==> src/rtl/pulse_period_meter_if.sv <==
// pulse_period_meter_if: result handshake between the period meter and its consumer.
interface pulse_period_meter_if #(parameter int N = 8);
    logic [N-1:0] period;
    logic         valid;
    logic         ready;
    logic         overflow;
    logic         missed;

    modport master (output period, output valid, output overflow, output missed, input ready);
    modport slave  (input period, input valid, input overflow, input missed, output ready);
endinterface

==> src/rtl/pulse_period_meter.sv <==
// pulse_period_meter: measures rising-edge spacing of an asynchronous pulse train,
// reporting spacing-1 so a generator programmed with ticks=T reads back T.
module pulse_period_meter #(
    parameter int N           = 8,
    parameter int SYNC_STAGES = 2
) (
    input  logic                    clk,
    input  logic                    rst,
    input  logic                    ena,
    input  logic                    pulse_in,
    pulse_period_meter_if.master    m
);
    typedef enum logic {IDLE, ARMED} state_t;

    state_t                 r_state, w_next;
    logic [SYNC_STAGES-1:0] r_sync;
    logic                   r_prev;
    logic [N-1:0]           r_count, r_period;
    logic                   r_valid, r_overflow, r_missed;
    logic                   w_edge, w_capture, w_sat;

    assign w_edge = r_sync[SYNC_STAGES-1] & ~r_prev;

    // Synchroniser and edge history run even while ena is low
    always_ff @(posedge clk or negedge rst) begin
        if (!rst) begin
            r_sync <= '0;
            r_prev <= 1'b0;
        end else begin
            r_sync <= {r_sync[SYNC_STAGES-2:0], pulse_in};
            r_prev <= r_sync[SYNC_STAGES-1];
        end
    end

    always_ff @(posedge clk or negedge rst) begin
        if (!rst) r_state <= IDLE;
        else      r_state <= w_next;
    end

    always_comb begin
        w_next = r_state;
        if (ena && r_state == IDLE && w_edge) w_next = ARMED;
        if (ena && r_state == ARMED && !w_edge && r_count == '1) w_next = IDLE;
    end

    always_comb begin
        w_capture = ena && r_state == ARMED && w_edge;
        w_sat     = ena && r_state == ARMED && !w_edge && r_count == '1;
    end

    always_ff @(posedge clk or negedge rst) begin
        if (!rst) begin
            r_count    <= '0;
            r_period   <= '0;
            r_valid    <= 1'b0;
            r_overflow <= 1'b0;
            r_missed   <= 1'b0;
        end else begin
            if (ena) r_count <= (r_state == IDLE || w_capture || w_sat) ? '0 : r_count + 1'b1;
            if (w_capture) r_period <= r_count;
            r_valid    <= w_capture | (r_valid & ~m.ready);
            r_missed   <= r_missed | (w_capture & r_valid & ~m.ready);
            r_overflow <= w_sat ? 1'b1 : w_capture ? 1'b0 : r_overflow;
        end
    end

    assign m.period   = r_period;
    assign m.valid    = r_valid;
    assign m.overflow = r_overflow;
    assign m.missed   = r_missed;
endmodule

==> src/flat_wrapper.sv <==
// flat-port wrapper written by rule: the top's interface ports become plain ports
module pulse_period_meter_flat 
#(
    parameter int N           = 8,
    parameter int SYNC_STAGES = 2
)
  (clk, rst, ena, pulse_in, m_period, m_valid, m_overflow, m_missed, m_ready);
  pulse_period_meter_if #(.N(N)) m_i ();
  input  logic clk;
  input  logic rst;
  input  logic ena;
  input  logic pulse_in;
  output wire logic [$bits(m_i.period)-1:0] m_period;
  output wire logic [$bits(m_i.valid)-1:0] m_valid;
  output wire logic [$bits(m_i.overflow)-1:0] m_overflow;
  output wire logic [$bits(m_i.missed)-1:0] m_missed;
  input wire logic [$bits(m_i.ready)-1:0] m_ready;
  assign m_period = m_i.period;
  assign m_valid = m_i.valid;
  assign m_overflow = m_i.overflow;
  assign m_missed = m_i.missed;
  assign m_i.ready = m_ready;
  pulse_period_meter #(.N(N), .SYNC_STAGES(SYNC_STAGES)) u_core (.clk(clk), .rst(rst), .ena(ena), .pulse_in(pulse_in), .m(m_i));
endmodule
==> config.mk <==
export PLATFORM = sky130hd
export DESIGN_NAME = pulse_period_meter_flat
export DESIGN_NICKNAME = d
export VERILOG_FILES = /design/src/rtl/pulse_period_meter_if.sv /design/src/rtl/pulse_period_meter.sv /design/src/flat_wrapper.sv
export SDC_FILE = /design/constraint.sdc
export NUM_CORES = 1
export LEC_CHECK = 0
export ABC_AREA = 1
export CORE_MARGIN = 5
export CORE_UTILIZATION = 52
export DETAILED_ROUTE_END_ITERATION = 10
export PLACE_DENSITY_LB_ADDON = 0.3
export SLEW_MARGIN = 20
export SYNTH_ARGS = -nofsm -noshare
export SYNTH_HDL_FRONTEND = slang
export SYNTH_SLANG_ARGS = --single-unit
==> constraint.sdc <==
create_clock -name clk -period 1.8 [get_ports clk]
set_clock_uncertainty 0.15 [all_clocks]
set_input_delay 0.18 -clock clk [delete_from_list [all_inputs] [get_ports clk]]
set_output_delay 0.18 -clock clk [all_outputs]
set_load 0.1 [all_outputs]
# Word level (Yosys, flattened, before mapping)
# Index checks and enable logic that the tools add are counted.
[totals]
regBits = 23
inputBits = 5
elab_cells = 35
[op_classes]
add_sub_neg = 1
eq_ne = 1
n_mux = 5
n_bitwise = 9
n_reduce_logical = 11
[ops]
columns = ["cell", "n"]
rows = [
  ["adder 8 x 1 -> 8 bit (second input constant)", 1],
  ["== test 8 bit (second input constant)", 1],
  ["two-way mux 8 bit", 1],
  ["logical AND 1 bit", 6],
  ["AND 1 bit", 4],
  ["two-way mux 1 bit", 4],
  ["nonzero test 2 bit", 2],
  ["inverter 1 bit", 3],
  ["logical OR 1 bit", 2],
  ["bitwise OR 1 bit", 2],
  ["zero test 1 bit", 1],
]

# Logic depth before layout (Yosys ltp)
[depth]
ltp_word = 7
mapped_depth = 7
ltp_nobuf = 7

# Worst setup path before layout
# No wires, ideal clock.
[synth_timing]
path_kind = "flip-flop to flip-flop"
startpoint = "reg u_core.r_valid, in the netlist u_core.m.valid"
endpoint = "reg u_core.r_missed, in the netlist u_core.m.missed"
setup_ns = 0.078
arrival_ns = 1.196
t_required_ns = 1.572
setup_slack_ns = 0.376
stages_incl_launch_ff = 3
n_path_buf = 0
synth_period_minus_slack_ns = 1.424
cell_sequence = "dfrtp_1 > nand2_1 > o21bai_1"
[synth_between]
elab_chain_cells = 3
[synth_lines]
columns = ["item", "line", "rtl"]
rows = [
  ["start: declaration", "pulse_period_meter.sv:19", "logic r_valid, r_overflow, r_missed;"],
  ["start signal: assignment", "pulse_period_meter.sv:61", "r_valid <= w_capture | (r_valid & ~m.ready);"],
  ["AND 1 bit (2 in a row)", "pulse_period_meter.sv:62", "r_missed <= r_missed | (w_capture & r_valid & ~m.ready);"],
  ["bitwise OR 1 bit", "pulse_period_meter.sv:62", ""],
  ["end signal: assignment", "pulse_period_meter.sv:62", ""],
  ["end: declaration", "pulse_period_meter.sv:19", ""],
]
# No other way between the ends.
# A chain may end at the register's enable or synchronous reset.

# Worst setup path after layout
[layout_timing]
startpoint = "reg u_core.r_count[0]"
endpoint = "reg u_core.r_count[6]"
[layout_between]
elab_chain_cells = 4
elab_cells_between_ends = 5
cone_classes = "add/sub: 1; eq/ne: 1; mux: 1; reduce/logical: 2"
[layout_lines]
columns = ["item", "line", "rtl"]
rows = [
  ["start: declaration", "pulse_period_meter.sv:18", "logic [N-1:0] r_count, r_period;"],
  ["start signal: assignment", "pulse_period_meter.sv:59", "if (ena) r_count <= (r_state == IDLE || w_capture || w_sat) ? '0 : r_count + 1'b1;"],
  ["branches (longest 3 deep; another with adder 8 x 1 -> 8 bit)", "n/a", ""],
  ["two-way mux 8 bit (*)", "pulse_period_meter.sv:59", ""],
]
# Mark *: on every way between the ends.

==> out/qor.csv <==
stage;metric;value;unit
floorplan;io_pins;16;
floorplan;die_h;54.01;microns
route;routed_wl;1888;microns
yosys;synthDistinctLibCells;18;
worst_hold_path;hold_class;input port to asynchronous set/reset pin;
cells_and_area;stdcell_count;159;
timing;slew_viol_final;0;
timing;min_period;1432;ps
pwr;irDropWorstVdd;0.8979;mV
timing;fmax;698.5;MHz
timing;fin_crit_sh;79.54;%
yosys;synth_top_cell_area_share;57.14;%
yosys;synthCells;112;
worst_setup_path;cp_data_arrival_time;1490;ps
route;topRoutingLayerUsed;met4;
yosys;synthTopCellsByCount;nand2_1 (30), dfrtp_1 (23), inv_1 (14), a21oi_1 (8), o21ai_1 (8);
yosys;synthTopCellsByArea;dfrtp_1 (57%), nand2_1 (11%), inv_1 (5.2%);
cells_and_area;drive_gt1_share;18.18;%
place;dpl.hpwl;1459;microns
worst_setup_path;end_kind;register;
pwr;totalPowerFinal;1.738;mW
yosys;synth_flop_cell;dfrtp_1;
place;dp_worst_setup_slack;196.2;ps
global_routing;grt_pass1_vias;751;
place;place_area;1308;sq um
yosys;async_reset_ff_share;100.0;%
worst_setup_path;path_cells;ha_1 > nand2_1 > nor2_2 > nand2_1 > o21ai_0 > a21oi_1;
timing;worst_pin_slew;274.2;ps
cells_and_area;seq_area;575.6;sq um
worst_setup_path;path_class;register to register;
worst_setup_path;cp.required;1850;ps
yosys;syn_avg_cell_area;8.993;sq um
yosys;synth-edff-count;0;
pwr;leakagePower;0.6521;nW
cells_and_area;nNetsFinal;139;
floorplan;die_area;2917;sq um
worst_setup_path;crit_path_start_kind;register;
route;met1_length;883;microns
clock_tree;cts_buffers;3;
cells_and_area;final_cell_area;1334;sq um
route;viasPerCell;4.679;
worst_setup_path;crit_buf_inv;0;
timing;holdWs;57.04;ps
worst_setup_path;cpMostUsedCell;nand2_1;
cells_and_area;fin_util;70.13;%
worst_setup_path;critPathMaxFanout;4;
route;wl_per_cell;11.87;microns
cells_and_area;syn_to_final_growth;32.42;%
clock_tree;post-cts-setup-buffers;0;
yosys;synth_most_common_cell;nand2_1;
job;max_cap_violations;0;
route;post-route-drc-count;0;
place;place_congestion;0.8359;
worst_setup_path;reg2reg_depth;6;
route;vias;744;
timing;finalSetupViolations;0;
cells_and_area;antenna_cells;0;
floorplan;core;1902;sq um
route;ant_nets;0;
floorplan;die_w;54.01;microns
yosys;ys_ff_latch;23;
timing;slew_headroom;81.72;%
route;initialDrtViolationCount;15;
worst_setup_path;path_depth;6;
floorplan;std_cell_rows;16;
timing;hold_viol;0;
pwr;powerDensity;1303;nW/um^2
global_routing;grt_usage;15.58;%
worst_setup_path;critPathTopFamily;flip-flops;
worst_setup_path;critPathSlowestCell;dfrtp_1;
timing;rsz0062_at_grt;no;
clock_tree;post_cts_resize_count;0;
clock_tree;clockBufferDepth;2;
timing;setup_tns;0;ps
clock_tree;cts_tree;done;
global_routing;grt_overflow;0;
clock_tree;clk_latency;310;ps
worst_setup_path;critical_path.max_stage_delay;400;ps
place;placed_cells;155;
route;wl_met2;884;microns
route;wl_met3;97;microns
global_routing;grt_pass1_wl;3187;microns
status;status;complete, no violations;
clock_tree;clk_pin_slew;120;ps
timing;worst_slack;368.3;ps
global_routing;grt_max_degree;24;
global_routing;antenna_found_initial;0;
cells_and_area;fill_cells;134;
floorplan;start_util;52.96;%
yosys;seq_area_frac_synth;57.14;%
yosys;yosys_warnings;0;
clock_tree;clk_root_buffer_cell;clkbuf_4;
yosys;syn-num-nets;118;
yosys;yosys.area.top_type;dfrtp_1;
clock_tree;htree_num_levels;1;
yosys;syn_area;1007;sq um
place;port_buffers;15;
clock_tree;clock_sinks;23;
clock_tree;cts-hold-fix-buffers;0;
route;drt_pass1_iterations;4;
cells_and_area;multiInputGateArea;355.3;sq um
report_power, final:
part | total, mW | switching (mW) | internal, mW
Clock | 0.232 | 0.145 | 0.0866
Combinational | 0.790 | 0.510 | 0.280
Sequential | 0.716 | 0.106 | 0.610
Total | 1.74 | 0.761 | 0.977
layout by cell type, fill, tap and decap left out, types with 3 or more instances in the layout:
cell type / netlist / layout
buf_4: 0 / 3
inv_1: 14 / 14
clkbuf_4: 0 / 3
o21ai_0: 3 / 3
clkdlybuf4s50_1: 0 / 4
nand3_1: 5 / 5
nand2_1: 30 / 30
nor2_1: 7 / 7
a21oi_1: 8 / 8
o21ai_1: 8 / 8
dfrtp_1: 23 / 23
buf_12: 0 / 11
logic make-up after synthesis:
kind of cell	after synthesis	share of synthesized area (%)
simple gates	46	19.75
flops	23	57.14
compound gates	21	11.06
buf+inv	18	7.577
xor+xnor	2	1.739
mux	1	1.490
fa+ha+maj	1	1.242
metal layers:
layer | track usage (%) | vias to the layer above
met2 | 25.40 | 15
met5 | 0 | -
met1 | 19.19 | 333
met4 | 7.884 | 0
met3 | 3.601 | 4
li1 | - | 392
worst reg2reg max path, stage by stage (launching register included):
cell and delay (ps):
dfrtp_1 400, ha_1 190, nand2_1 110, nor2_2 140, nand2_1 90, o21ai_0 180, a21oi_1 60
registers in the layout (all words and copies together) (netlist names):
| signal | count |
|---|---|
| u_core.m.period | 8 |
| u_core.m.overflow | 1 |
| u_core.r_prev | 1 |
| u_core.m.missed | 1 |
| u_core.m.valid | 1 |
| u_core.r_sync | 2 |
| u_core.r_state | 1 |
| u_core.r_count | 8 |
path summary, 6_finish.rpt:
kind	start	endpoint	slack (ps)
hold / removal	rst	u_core.m.period[0]$_DFFE_PN0P_	60
setup reg to reg	u_core.r_count[0]$_DFFE_PN0P_	u_core.r_count[6]$_DFFE_PN0P_	370
min in group clk	pulse_in	u_core.r_sync[0]$_DFF_PN0_	150
max in group asynchronous	rst	u_core.r_count[1]$_DFFE_PN0P_	1230
hold reg to reg	u_core.r_sync[0]$_DFF_PN0_	u_core.r_sync[1]$_DFF_PN0_	210
setup / recovery	u_core.r_count[0]$_DFFE_PN0P_	u_core.r_count[6]$_DFFE_PN0P_	370
final cells by class:
| type | instances | area share [%] |
|---|---|---|
| Sequential cell | 23 | 43.15 |
| Multi-Input combinational cell | 71 | 26.64 |
| Timing Repair Buffer | 18 | 21.20 |
| Inverter | 16 | 4.503 |
| Tap cell | 27 | 2.533 |
| Clock buffer | 4 | 1.970 |
Power figures use the tool's default switching activity.
